File: config.mk
export PLATFORM = sky130hd
export DESIGN_NAME = seq_divider
export DESIGN_NICKNAME = d
export VERILOG_FILES = /design/src/rtl/seq_divider.sv
export SDC_FILE = /design/constraint.sdc
export NUM_CORES = 1
export LEC_CHECK = 0
export CORE_ASPECT_RATIO = 1.5
export CORE_MARGIN = 10
export CORE_UTILIZATION = 48
export DETAILED_ROUTE_END_ITERATION = 8
export HOLD_SLACK_MARGIN = 0.05
export PLACE_DENSITY = 0.75
export RECOVER_POWER = 50
export SLEW_MARGIN = 25
export SYNTH_ARGS = -nofsm -noshare
export SYNTH_HDL_FRONTEND = slang
export SYNTH_SLANG_ARGS = --single-unit
export TNS_END_PERCENT = 20
File: constraint.sdc
create_clock -name clk -period 2.1 [get_ports clk]
set_input_delay 0.42 -clock clk [delete_from_list [all_inputs] [get_ports clk]]
set_output_delay 0.42 -clock clk [all_outputs]
set_load 0.01 [all_outputs]
File: src/rtl/seq_divider.sv
// rtl/seq_divider.sv - sequential restoring unsigned divider, one quotient bit per clock
//
// Purpose:
//   Divides an unsigned WIDTH-bit dividend by an unsigned WIDTH-bit divisor.
//   Each clock performs one shift and one trial subtraction, so a division
//   takes WIDTH iterations. A zero divisor skips the iterations and reports
//   div_by_zero with an all-ones quotient and the dividend as remainder.
//
// Ports:
//   clk          in   rising-edge clock
//   rst_n        in   synchronous active-low reset, aborts any division in flight
//   start        in   request, accepted in IDLE or DONE
//   dividend     in   WIDTH-bit dividend, sampled with accepted start
//   divisor      in   WIDTH-bit divisor, sampled with accepted start
//   busy         out  high while iterating
//   done         out  one-cycle pulse when results are valid
//   quotient     out  WIDTH-bit quotient, held until next done
//   remainder    out  WIDTH-bit remainder, held until next done
//   div_by_zero  out  set with done when the divisor was zero

module seq_divider #(
  parameter int WIDTH = 8
) (
  input  logic             clk,
  input  logic             rst_n,
  input  logic             start,
  input  logic [WIDTH-1:0] dividend,
  input  logic [WIDTH-1:0] divisor,
  output logic             busy,
  output logic             done,
  output logic [WIDTH-1:0] quotient,
  output logic [WIDTH-1:0] remainder,
  output logic             div_by_zero
);

  localparam int CW = $clog2(WIDTH);
  localparam logic [CW-1:0] LAST = CW'(WIDTH - 1);

  typedef enum logic [1:0] {IDLE, CALC, DONE} state_t;

  state_t           state_q;
  logic [WIDTH-1:0] r_q;
  logic [WIDTH-1:0] q_q;
  logic [WIDTH-1:0] dvsr_q;
  logic [CW-1:0]    cnt_q;

  logic [WIDTH:0]   r_shift;
  logic [WIDTH:0]   trial;
  logic [WIDTH-1:0] r_d;
  logic [WIDTH-1:0] q_d;

  // The shifted remainder keeps the bit that falls out of R, so divisors with
  // the top bit set still see the true partial remainder (it is always below
  // twice the divisor, hence fits in WIDTH+1 bits).
  always_comb begin
    r_shift = {r_q, q_q[WIDTH-1]};
    trial   = r_shift - {1'b0, dvsr_q};
    r_d     = r_shift[WIDTH-1:0];
    q_d     = {q_q[WIDTH-2:0], 1'b0};
    if (!trial[WIDTH]) begin
      r_d     = trial[WIDTH-1:0];
      q_d[0]  = 1'b1;
    end
  end

  always_ff @(posedge clk) begin
    if (!rst_n) begin
      state_q     <= IDLE;
      r_q         <= '0;
      q_q         <= '0;
      dvsr_q      <= '0;
      cnt_q       <= '0;
      busy        <= 1'b0;
      done        <= 1'b0;
      quotient    <= '0;
      remainder   <= '0;
      div_by_zero <= 1'b0;
    end else begin
      done <= 1'b0;
      case (state_q)
        IDLE, DONE: begin
          if (start) begin
            q_q    <= dividend;
            r_q    <= '0;
            dvsr_q <= divisor;
            cnt_q  <= '0;
            if (divisor == '0) begin
              // No iterations: results are known immediately.
              state_q     <= DONE;
              done        <= 1'b1;
              busy        <= 1'b0;
              quotient    <= '1;
              remainder   <= dividend;
              div_by_zero <= 1'b1;
            end else begin
              state_q <= CALC;
              busy    <= 1'b1;
            end
          end else begin
            state_q <= IDLE;
            busy    <= 1'b0;
          end
        end
        CALC: begin
          r_q   <= r_d;
          q_q   <= q_d;
          cnt_q <= cnt_q + CW'(1);
          if (cnt_q == LAST) begin
            // Results are taken from the final iteration's next-state values.
            state_q     <= DONE;
            busy        <= 1'b0;
            done        <= 1'b1;
            quotient    <= q_d;
            remainder   <= r_d;
            div_by_zero <= 1'b0;
          end
        end
        default: begin
          state_q <= IDLE;
          busy    <= 1'b0;
        end
      endcase
    end
  end

endmodule
==> report_table.html, run 1 <==
<table>
<tr><th>Metric</th><th>Value</th></tr>
<tr><th colspan="2">Setup path</th></tr>
<tr><td>Element type at the critical path start</td><td>register</td></tr>
<tr><td>Total buffers and inverters traversed by the critical path</td><td>2</td></tr>
<tr><td>Endpoint class of the critical path</td><td>register</td></tr>
<tr><td>Max stage delay cell, worst path</td><td>sky130_fd_sc_hd__fa_2</td></tr>
<tr><td>Required @ worst endpoint</td><td>2.36 ns</td></tr>
<tr><td>Critical path type</td><td>reg -&gt; reg</td></tr>
<tr><td>Most used cell along the critical path</td><td>sky130_fd_sc_hd__inv_2</td></tr>
<tr><td>Crit path largest cell delay</td><td>0.38 ns</td></tr>
<tr><td>Critical Path Stages</td><td>9</td></tr>
<tr><td>FF-to-FF Start</td><td>q_q[7]$_SDFFE_PN0P_</td></tr>
<tr><td>Ordered list of cells on the worst path</td><td>inv_2 -&gt; ha_4 -&gt; inv_2 -&gt; fa_2 -&gt; a211oi_4 -&gt; o211a_1 -&gt; o211ai_2 -&gt; nor4b_1 -&gt; or2_1</td></tr>
<tr><td>Worst reg2reg path endpoint</td><td>remainder[3]$_SDFFE_PN0P_</td></tr>
<tr><td>Depth of the most critical reg-to-reg path</td><td>9</td></tr>
<tr><td>CP Max Fanout</td><td>5</td></tr>
<tr><td>Arrival time at the worst endpoint</td><td>2.43 ns</td></tr>
<tr><td>Family with the most delay on the worst path</td><td>compound AO/OA/AOI/OAI gates</td></tr>
<tr><td>Setup slack on the worst flop-to-flop path</td><td>-0.07 ns</td></tr>
<tr><th colspan="2">GRT</th></tr>
<tr><td>Wire length of the first global-routing pass</td><td>between 10 and 15 mm</td></tr>
<tr><td>Remaining global-route overflow</td><td>0</td></tr>
<tr><td>Number of global-route vias before repair</td><td>2348</td></tr>
<tr><td>GR Util All Layers</td><td>16.16%</td></tr>
<tr><td>Largest net degree at the start of global routing</td><td>31</td></tr>
<tr><td>Initial antenna violation count</td><td>0</td></tr>
<tr><th colspan="2">Place</th></tr>
<tr><td>DP HPWL</td><td>5.334 mm</td></tr>
<tr><td>Number of buffers added on ports</td><td>37</td></tr>
<tr><td>Number of cells in the design after placement</td><td>413</td></tr>
<tr><td>Worst Setup Slack post-DPL</td><td>-0.2196 ns</td></tr>
<tr><td>Placer congestion estimate</td><td>0.8858</td></tr>
<tr><td>Placed instance area</td><td>3093 µm²</td></tr>
<tr><th colspan="2">Clocking</th></tr>
<tr><td>Number of buffers between clock root and the deepest sink</td><td>2</td></tr>
<tr><td>Clock transition at the register clock pins on the worst setup and hold paths after CTS</td><td>around 0.090 ns</td></tr>
<tr><td>Clock tree from TritonCTS</td><td>yes</td></tr>
<tr><td>H-tree depth reported by CTS</td><td>2</td></tr>
<tr><td>CTS Root Buffer Type</td><td>sky130_fd_sc_hd__clkbuf_8</td></tr>
<tr><td>Worst-skew pair later-pin latency</td><td>0.30 ns</td></tr>
<tr><td>CTS Sinks</td><td>47</td></tr>
<tr><td>Total CTS buffers</td><td>5</td></tr>
<tr><th colspan="2">Logic synthesis</th></tr>
<tr><td>Proportion of synthesized chip area in sequential cells</td><td>around two fifths</td></tr>
<tr><td>Fraction of registers with async set or reset after synthesis</td><td>0%</td></tr>
<tr><td>Number of nets produced by synthesis</td><td>roughly 330</td></tr>
<tr><td>Most instantiated flip-flop cell in the synthesis netlist</td><td>sky130_fd_sc_hd__dfxtp_1</td></tr>
<tr><td>Yosys synthesis warning count</td><td>0</td></tr>
<tr><td>Number of instances in the synthesized netlist</td><td>a little under 300</td></tr>
<tr><td>Register bit total from synthesis</td><td>47</td></tr>
<tr><td>Synthesized cell area</td><td>~2500 µm²</td></tr>
<tr><td>EDFF count, synth</td><td>0</td></tr>
<tr><td>Count of unique library cells instantiated by Yosys</td><td>49</td></tr>
<tr><td>Average instance area after synthesis</td><td>8.316 µm²</td></tr>
<tr><th colspan="2">Final layout</th></tr>
<tr><td>Number of fill cells</td><td>437</td></tr>
<tr><td>Highest-count cells in the layout ignoring fill and taps</td><td>sky130_fd_sc_hd__dfxtp_1, sky130_fd_sc_hd__nand2_1, sky130_fd_sc_hd__buf_4, sky130_fd_sc_hd__a21oi_1, sky130_fd_sc_hd__clkdlybuf4s50_1</td></tr>
<tr><td>Ratio of cells with drive above 1 in the final layout</td><td>16.20%</td></tr>
<tr><td>Filler-free cell count of the finished design</td><td>about 420</td></tr>
<tr><td># nets final</td><td>just under 400</td></tr>
<tr><td>Most common library cell in the layout ignoring fill and taps</td><td>sky130_fd_sc_hd__dfxtp_1</td></tr>
<tr><td>Area Growth Syn to Fin</td><td>31.61%</td></tr>
<tr><td>Area of all placed cells without fillers</td><td>3251 µm²</td></tr>
<tr><td>Number of inserted diodes</td><td>0</td></tr>
<tr><td>Core Util, Final</td><td>65.99%</td></tr>
<tr><th colspan="2">Timing</th></tr>
<tr><td>Count of final max-slew check failures</td><td>0</td></tr>
<tr><td>WHS</td><td>0.4588 ns</td></tr>
<tr><td>Fmax</td><td>459.9 MHz</td></tr>
<tr><td>Aggregate negative setup slack</td><td>-0.4859 ns</td></tr>
<tr><td>Unrepaired setup endpoints after global routing</td><td>true</td></tr>
<tr><td>Slew headroom</td><td>roughly 52%</td></tr>
<tr><td>Crit path time final</td><td>approximately 2.2 ns</td></tr>
<tr><td>Final clock skew</td><td>between 0.008 and 0.009 ns</td></tr>
<tr><td>Crit share post-route</td><td>103.5%</td></tr>
<tr><td>Least setup slack across all paths after layout</td><td>-0.07441 ns</td></tr>
<tr><td>Final setup fails</td><td>11</td></tr>
<tr><td>Final hold violation count</td><td>0</td></tr>
<tr><td>Worst Max-Slew Pin Slew</td><td>0.7215 ns</td></tr>
<tr><th colspan="2">Route</th></tr>
<tr><td>Via count normalized by instance count</td><td>5.790</td></tr>
<tr><td>Number of nets with antenna violations after detailed routing</td><td>0</td></tr>
<tr><td>Detailed-router iteration count before antenna repair</td><td>5</td></tr>
<tr><td>Via count</td><td>2455</td></tr>
<tr><td>Overall routed net length</td><td>7.040 mm</td></tr>
<tr><td>DRT iter0 DRCs</td><td>188</td></tr>
<tr><td>Routed length per placed instance</td><td>16.60 µm</td></tr>
<tr><td># DRC</td><td>0</td></tr>
<tr><th colspan="2">Floorplan</th></tr>
<tr><td>Die W</td><td>78.57 µm</td></tr>
<tr><td>Core area</td><td>4926 µm²</td></tr>
<tr><td>Effective utilization at floorplan</td><td>50.14%</td></tr>
<tr><td>Count of boundary I/O pins</td><td>38</td></tr>
<tr><td>Die ar.</td><td>8474 µm²</td></tr>
<tr><td>Height of the die</td><td>approximately 110 µm</td></tr>
<tr><td>Number of standard-cell rows in the floorplan</td><td>31</td></tr>
<tr><th colspan="2">Power and ir drop</th></tr>
<tr><td>Internal power</td><td>roughly 1.6 mW</td></tr>
<tr><td>Switching share of power</td><td>about a third</td></tr>
<tr><td>Share of power burned in the clock network</td><td>25.1%</td></tr>
<tr><td>Leakage dissipation</td><td>1.308 nW</td></tr>
<tr><td>Logic gate share of total power</td><td>33.1%</td></tr>
<tr><td>Seq pwr share</td><td>between 40% and 50%</td></tr>
<tr><td>Max IR drop VDD</td><td>559.4 µV</td></tr>
<tr><td>Power dissipated by switching net loads</td><td>0.7473 mW</td></tr>
<tr><td>Power Total</td><td>between 2 and 2.5 mW</td></tr>
<tr><td>Power density over the cells</td><td>710.4 nW/µm²</td></tr>
<tr><th colspan="2">Run status</th></tr>
<tr><td>Failing checks</td><td>negative setup slack</td></tr>
<tr><td>Status</td><td>finished, violations left</td></tr>
<tr><th colspan="2">Min path</th></tr>
<tr><td>Hold Path Class</td><td>reg -&gt; reg</td></tr>
<tr><td>Sink of the worst hold path</td><td>dvsr_q[6]$_SDFFE_PN0P_</td></tr>
<tr><td>Hold path depth</td><td>2</td></tr>
<tr><td>Hold path startpoint</td><td>dvsr_q[6]$_SDFFE_PN0P_</td></tr>
<tr><th colspan="2">Job</th></tr>
<tr><td>Total of max-cap violations</td><td>0</td></tr>
</table>
-- metal layers --
metal	wire length [µm]	track usage [%]	vias up
met2	3771	29.83	78
met4	160	5.784	0
met5	0	0	-
met1	2768	17.17	1161
met3	339	3.930	15
li1	-	-	1201
-- power by group through the flow --
stage,clock network (mW),logic [mW],registers [mW]
2_1_floorplan,0,0.449,0.979
3_3_place_gp,0,0.647,0.983
3_5_place_dp,0,0.659,0.984
4_1_cts,0.588,0.682,0.964
5_1_grt,0.608,0.828,0.970
6_report,0.579,0.765,0.966
-- how the worst max path moves through the flow --
stage	start	slack, ns	to
global placement	divisor[0]	-0.12	remainder[7]$_SDFFE_PN0P_
finish	q_q[7]$_SDFFE_PN0P_	-0.07	remainder[3]$_SDFFE_PN0P_
detailed placement	divisor[0]	-0.22	remainder[3]$_SDFFE_PN0P_
CTS	q_q[7]$_SDFFE_PN0P_	-0.07	r_q[3]$_SDFFE_PN0P_
global route	q_q[7]$_SDFFE_PN0P_	-0.18	r_q[3]$_SDFFE_PN0P_
floorplan	q_q[7]$_SDFFE_PN0P_	-0.03	remainder[3]$_SDFFE_PN0P_
-- worst reg2reg max path: stages (launching register included) --
cell	delay (ns)
sky130_fd_sc_hd__dfxtp_2	0.33
sky130_fd_sc_hd__inv_2	0.06
sky130_fd_sc_hd__ha_4	0.12
sky130_fd_sc_hd__inv_2	0.04
sky130_fd_sc_hd__fa_2	0.38
sky130_fd_sc_hd__a211oi_4	0.27
sky130_fd_sc_hd__o211a_1	0.24
sky130_fd_sc_hd__o211ai_2	0.18
sky130_fd_sc_hd__nor4b_1	0.37
sky130_fd_sc_hd__or2_1	0.15
-- timing repair --
action / CTS / global route
hold buffers: 0 / 0
endpoints found under the setup margin: 18 / 18
gates cloned: 0 / 1
pin swaps: 5 / 7
buffers inserted: 2 / 1
gates resized for setup: 1 / 4
-- sequential cells by signal, indices dropped and copies added (netlist names) --
signal	cells
dvsr_q	8
q_q	8
quotient	8
r_q	8
remainder	8
cnt_q	3
state_q	2
div_by_zero	1
done	1
-- cells by family after synthesis --
kind of cell / synth area share, %
flops: 38.10
xor+xnor: 1.418
simple gates: 18.14
buf+inv: 5.876
mux: 3.293
fa+ha+maj: 5.876
compound gates: 27.30
-- cell usage after synthesis (7+ instances only) --
cell type | number | share of area (%)
sky130_fd_sc_hd__ha_1 | 10 | 5.1
sky130_fd_sc_hd__mux2i_1 | 7 | 2.8
sky130_fd_sc_hd__inv_1 | 12 | 1.8
sky130_fd_sc_hd__o2111ai_1 | 7 | 2.5
sky130_fd_sc_hd__a21oi_1 | 27 | 5.5
sky130_fd_sc_hd__dfxtp_1 | 47 | 38
sky130_fd_sc_hd__a311oi_1 | 7 | 2.5
sky130_fd_sc_hd__nor2_1 | 25 | 3.8
sky130_fd_sc_hd__clkbuf_1 | 12 | 1.8
sky130_fd_sc_hd__o21ai_0 | 23 | 4.7
sky130_fd_sc_hd__nand2_1 | 40 | 6.1
-- layout make-up --
class	count	area, µm²	area share (%)
well taps	66	82.58	2.540
clock inverters	1	8.758	0.2694
inverters	12	45.04	1.386
multi-input cells	219	1421	43.73
clock buffers	6	82.58	2.540
repair buffers	73	666.9	20.52
flip-flops and latches	47	943.4	29.02
Note: power is estimated with default switching activity, not from simulation.
==> run 2: changes to the inputs <==
--- a/config.mk
+++ b/config.mk
@@ -8,6 +8,7 @@
 export CORE_ASPECT_RATIO = 1.5
 export CORE_MARGIN = 10
 export CORE_UTILIZATION = 48
+export CTS_CLUSTER_SIZE = 40
 export DETAILED_ROUTE_END_ITERATION = 8
 export HOLD_SLACK_MARGIN = 0.05
 export PLACE_DENSITY = 0.75
==> results of run 2 <==
Same layout as run 1: the final DEF is identical, and so are final timing and power.
==> run 3: changes to the inputs <==
--- a/config.mk
+++ b/config.mk
@@ -5,13 +5,14 @@
 export SDC_FILE = /design/constraint.sdc
 export NUM_CORES = 1
 export LEC_CHECK = 0
+export ABC_AREA = 1
 export CORE_ASPECT_RATIO = 1.5
 export CORE_MARGIN = 10
-export CORE_UTILIZATION = 48
+export CORE_UTILIZATION = 55
 export CTS_CLUSTER_SIZE = 40
 export DETAILED_ROUTE_END_ITERATION = 8
 export HOLD_SLACK_MARGIN = 0.05
-export PLACE_DENSITY = 0.75
+export PLACE_DENSITY = 0.81
 export RECOVER_POWER = 50
 export SLEW_MARGIN = 25
 export SYNTH_ARGS = -nofsm -noshare
==> constraint.sdc (replaced) <==
create_clock -name clk -period 2.8 [get_ports clk]
set_input_delay 0.56 -clock clk [delete_from_list [all_inputs] [get_ports clk]]
set_output_delay 0.56 -clock clk [all_outputs]
set_load 0.01 [all_outputs]
==> run 3 against run 2 <==
Utilization rose by 3.3 points. Worst hold slack improved by 0.0045 ns. Sequential cell count did not move. Sequential power fell by 25%. Worst setup slack improved by 0.61 ns. The run now ends clean. Cell count rose by 5.7%. Clock power fell by 12%. Via count fell by 2.5%. Register-to-register slack improved by 0.61 ns.
==> report_table.html, run 3 <==
<table>
<tr><th>Metric</th><th>Value</th></tr>
<tr><th colspan="2">Logic synthesis</th></tr>
<tr><td>Compound-gate portion of the synthesized area</td><td>14.62%</td></tr>
<tr><td>Fraction of the mapped netlist area in simple logic gates</td><td>27.26%</td></tr>
<tr><td>Synthesized-area fraction occupied by adder cells</td><td>under 10%</td></tr>
<tr><td>Yosys synthesis warning count</td><td>0</td></tr>
<tr><td>Count of unique library cells instantiated by Yosys</td><td>25</td></tr>
<tr><td>Area fraction of the dominant cell type after synthesis</td><td>between 30% and 40%</td></tr>
<tr><td>Cell types occupying the most area after synthesis</td><td>sky130_fd_sc_hd__dfxtp_1, sky130_fd_sc_hd__nand2_1, sky130_fd_sc_hd__inv_1</td></tr>
<tr><td>Fraction of synthesized cell area in xor and xnor cells</td><td>1.066%</td></tr>
<tr><td>Mux share of post-synthesis cell area</td><td>0%</td></tr>
<tr><td>Most instantiated flip-flop cell in the synthesis netlist</td><td>sky130_fd_sc_hd__dfxtp_1</td></tr>
<tr><td>Synthesized cell area</td><td>2465 µm²</td></tr>
<tr><td>Fraction of registers with async set or reset after synthesis</td><td>0%</td></tr>
<tr><td>Number of nets produced by synthesis</td><td>between 300 and 400</td></tr>
<tr><td>Most instantiated cells after synthesis</td><td>sky130_fd_sc_hd__nand2_1, sky130_fd_sc_hd__inv_1, sky130_fd_sc_hd__dfxtp_1, sky130_fd_sc_hd__nand3_1, sky130_fd_sc_hd__o21ai_0</td></tr>
<tr><td>Cell with the most instances after synthesis</td><td>sky130_fd_sc_hd__nand2_1</td></tr>
<tr><td>EDFF count, synth</td><td>0</td></tr>
<tr><td>Largest family of logic cells by synthesized area</td><td>simple AND/OR/NAND/NOR gates</td></tr>
<tr><td>Average instance area after synthesis</td><td>6.716 µm²</td></tr>
<tr><td>Proportion of synthesized chip area in sequential cells</td><td>38.17%</td></tr>
<tr><td>Number of instances in the synthesized netlist</td><td>367</td></tr>
<tr><td>Register bit total from synthesis</td><td>47</td></tr>
<tr><td>Post-synthesis cell type with the largest combined area</td><td>sky130_fd_sc_hd__dfxtp_1</td></tr>
<tr><th colspan="2">Setup path</th></tr>
<tr><td>CP Max Fanout</td><td>26</td></tr>
<tr><td>Max stage delay cell, worst path</td><td>sky130_fd_sc_hd__inv_1</td></tr>
<tr><td>Most used cell along the critical path</td><td>sky130_fd_sc_hd__inv_1</td></tr>
<tr><td>Element type at the critical path start</td><td>register</td></tr>
<tr><td>Worst setup path endpoint</td><td>remainder[7]$_SDFFE_PN0P_</td></tr>
<tr><td>Critical path type</td><td>reg -&gt; reg</td></tr>
<tr><td>Crit path largest cell delay</td><td>roughly 0.41 ns</td></tr>
<tr><td>Endpoint class of the critical path</td><td>register</td></tr>
<tr><td>Arrival time at the worst endpoint</td><td>2.47 ns</td></tr>
<tr><td>FF-to-FF Start</td><td>state_q[0]$_SDFFE_PN0N_</td></tr>
<tr><td>Required @ worst endpoint</td><td>3.01 ns</td></tr>
<tr><td>Ordered list of cells on the worst path</td><td>inv_1 -&gt; nor2_4 -&gt; buf_4 -&gt; inv_1 -&gt; nor2_2 -&gt; inv_1 -&gt; nand2_2 -&gt; inv_1 -&gt; a21oi_2 -&gt; nand3_1 -&gt; nand2_1 -&gt; inv_1</td></tr>
<tr><td>Setup slack on the worst flop-to-flop path</td><td>0.54 ns</td></tr>
<tr><td>Worst reg2reg path endpoint</td><td>remainder[7]$_SDFFE_PN0P_</td></tr>
<tr><td>Depth of the most critical reg-to-reg path</td><td>12</td></tr>
<tr><td>Launch point of the worst path</td><td>state_q[0]$_SDFFE_PN0N_</td></tr>
<tr><td>Family with the most delay on the worst path</td><td>buffers and inverters</td></tr>
<tr><td>Total buffers and inverters traversed by the critical path</td><td>6</td></tr>
<tr><td>Critical Path Stages</td><td>12</td></tr>
<tr><th colspan="2">Floorplan</th></tr>
<tr><td>Count of boundary I/O pins</td><td>38</td></tr>
<tr><td>Effective utilization at floorplan</td><td>57.57%</td></tr>
<tr><td>Core area</td><td>4282 µm²</td></tr>
<tr><td>Die ar.</td><td>between 7000 and 8000 µm²</td></tr>
<tr><td>Number of standard-cell rows in the floorplan</td><td>29</td></tr>
<tr><td>Die W</td><td>74.66 µm</td></tr>
<tr><td>Height of the die</td><td>102.0 µm</td></tr>
<tr><th colspan="2">Clocking</th></tr>
<tr><td>Clock tree from TritonCTS</td><td>yes</td></tr>
<tr><td>Number of buffers between clock root and the deepest sink</td><td>2</td></tr>
<tr><td>Worst-skew pair later-pin latency</td><td>0.30 ns</td></tr>
<tr><td>H-tree depth reported by CTS</td><td>2</td></tr>
<tr><td>CTS Root Buffer Type</td><td>sky130_fd_sc_hd__clkbuf_8</td></tr>
<tr><td>Post-CTS setup buffer count</td><td>0</td></tr>
<tr><td>Total CTS buffers</td><td>5</td></tr>
<tr><td>Clock transition at the register clock pins on the worst setup and hold paths after CTS</td><td>about 0.090 ns</td></tr>
<tr><td>Cts-stage hold buffer count</td><td>0</td></tr>
<tr><td>Post-cts repair resize count</td><td>0</td></tr>
<tr><td>CTS Sinks</td><td>47</td></tr>
<tr><th colspan="2">Final layout</th></tr>
<tr><td>Area Growth Syn to Fin</td><td>20.30%</td></tr>
<tr><td># nets final</td><td>431</td></tr>
<tr><td>Most common library cell in the layout ignoring fill and taps</td><td>sky130_fd_sc_hd__nand2_1</td></tr>
<tr><td>Highest-count cells in the layout ignoring fill and taps</td><td>sky130_fd_sc_hd__nand2_1, sky130_fd_sc_hd__inv_1, sky130_fd_sc_hd__dfxtp_1, sky130_fd_sc_hd__nand3_1, sky130_fd_sc_hd__o21ai_0</td></tr>
<tr><td>Number of inserted diodes</td><td>0</td></tr>
<tr><td>Filler-free cell count of the finished design</td><td>448</td></tr>
<tr><td>Area of all placed cells without fillers</td><td>~3000 µm²</td></tr>
<tr><td>Ratio of cells with drive above 1 in the final layout</td><td>5.721%</td></tr>
<tr><th colspan="2">Job</th></tr>
<tr><td>Total of max-cap violations</td><td>0</td></tr>
<tr><th colspan="2">Run status</th></tr>
<tr><td>Status</td><td>completed</td></tr>
<tr><th colspan="2">Timing</th></tr>
<tr><td>Unrepaired setup endpoints after global routing</td><td>false</td></tr>
<tr><td>Fmax</td><td>441.5 MHz</td></tr>
<tr><td>WHS</td><td>0.4633 ns</td></tr>
<tr><td>Count of final max-slew check failures</td><td>0</td></tr>
<tr><td>Crit path time final</td><td>2.265 ns</td></tr>
<tr><td>Worst Max-Slew Pin Slew</td><td>between 0.9 and 1 ns</td></tr>
<tr><td>Slew headroom</td><td>36.73%</td></tr>
<tr><td>Final setup fails</td><td>0</td></tr>
<tr><td>Final clock skew</td><td>0.006676 ns</td></tr>
<tr><td>Aggregate negative setup slack</td><td>0 ns</td></tr>
<tr><td>Final hold violation count</td><td>0</td></tr>
<tr><td>Crit share post-route</td><td>80.89%</td></tr>
<tr><td>Least setup slack across all paths after layout</td><td>about 0.54 ns</td></tr>
<tr><th colspan="2">GRT</th></tr>
<tr><td>Largest net degree at the start of global routing</td><td>27</td></tr>
<tr><td>Wire length of the first global-routing pass</td><td>10.16 mm</td></tr>
<tr><td>Remaining global-route overflow</td><td>0</td></tr>
<tr><td>GR Util All Layers</td><td>16.60%</td></tr>
<tr><td>Initial antenna violation count</td><td>0</td></tr>
<tr><td>Number of global-route vias before repair</td><td>2314</td></tr>
<tr><th colspan="2">Place</th></tr>
<tr><td>DP HPWL</td><td>approximately 4.6 mm</td></tr>
<tr><td>Worst Setup Slack post-DPL</td><td>0.6887 ns</td></tr>
<tr><td>Placed instance area</td><td>2854 µm²</td></tr>
<tr><td>Placer congestion estimate</td><td>approximately 0.84</td></tr>
<tr><td>Number of buffers added on ports</td><td>37</td></tr>
<tr><td>Number of cells in the design after placement</td><td>440</td></tr>
<tr><th colspan="2">Route</th></tr>
<tr><td>Via count</td><td>between 2k and 2.5k</td></tr>
<tr><td>Overall routed net length</td><td>around 6.0 mm</td></tr>
<tr><td># DRC</td><td>0</td></tr>
<tr><td>Number of nets with antenna violations after detailed routing</td><td>0</td></tr>
<tr><td>Detailed-router iteration count before antenna repair</td><td>4</td></tr>
<tr><td>Via count normalized by instance count</td><td>5.342</td></tr>
<tr><td>DRT iter0 DRCs</td><td>roughly 110</td></tr>
<tr><td>Routed length per placed instance</td><td>13.32 µm</td></tr>
<tr><th colspan="2">Power and ir drop</th></tr>
<tr><td>Power density over the cells</td><td>538.8 nW/µm²</td></tr>
<tr><td>Leakage dissipation</td><td>~1.5 nW</td></tr>
<tr><td>Max IR drop VDD</td><td>462.1 µV</td></tr>
<tr><th colspan="2">Min path</th></tr>
<tr><td>Hold path startpoint</td><td>quotient[5]$_SDFFE_PN0P_</td></tr>
<tr><td>Hold path depth</td><td>2</td></tr>
<tr><td>Hold Path Class</td><td>reg -&gt; reg</td></tr>
</table>
run 3: cell types whose count changed after synthesis, sizes merged, moves of 4 or more:
cell,before,now
a211oi,8,0
a311oi,7,0
clkbuf,12,7
mux2i,7,0
nand2b,4,0
nand3,8,41
nand2,40,101
nor2,25,17
o2111ai,7,0
inv,12,66
run 3: layout make-up:
class                      count  area [µm²]
tap                           46       57.56
clock buffer                   5       68.82
inverter                      67       251.5
clock inverter                 3       46.29
multi-input combinational    239        1204
fill                         386        1316
timing repair buffer          41       396.6
sequential                    47       940.9
run 3: where the power goes:
part / switching (mW) / internal, mW
clock network: 0.238 / 0.269
registers: 0.0232 / 0.701
logic: 0.234 / 0.132
run 3: per-layer routing:
metal | up-vias | global-route usage [%] | share of wire [%]
met3 | 18 | 3.880 | 4.1
met2 | 67 | 29.73 | 54
met1 | 1084 | 17.18 | 39
li1 | 1224 | - | -
met5 | - | 0 | 0
met4 | 0 | 9.064 | 3.4
run 3: logic make-up after synthesis:
family	Yosys count
XOR/XNOR	3
buffers and inverters	81
flip-flops	47
AO/OA/AOI/OAI	65
AND/OR/NAND/NOR	160
adder cells (fa/ha/maj)	11
run 3: through the flow:
stage | power [mW] | util (%)
6_report | 1.598 | 69.26
5_1_grt | 1.694 | 69.26
4_1_cts | 1.612 | 69.35
3_5_place_dp | 1.106 | 66.66
3_3_place_gp | 1.095 | 66.66
2_1_floorplan | 1.001 | -
run 3: tightest hold or removal path: cells and delay by family, from the launching register on:
| kind | cells | cell delay, ns |
|---|---|---|
| and+or+nand+nor | 1 | 0.06 |
| AOI/OAI and AO/OA | 1 | 0.05 |
| DFF | 1 | 0.32 |
run 3: worst min path at each step:
stage / end
4_1_cts: quotient[5]$_SDFFE_PN0P_
6_report: quotient[5]$_SDFFE_PN0P_
3_5_place_dp: quotient[5]$_SDFFE_PN0P_
2_1_floorplan: cnt_q[0]$_SDFFE_PN0P_
5_1_grt: quotient[5]$_SDFFE_PN0P_
3_3_place_gp: cnt_q[0]$_SDFFE_PN0P_
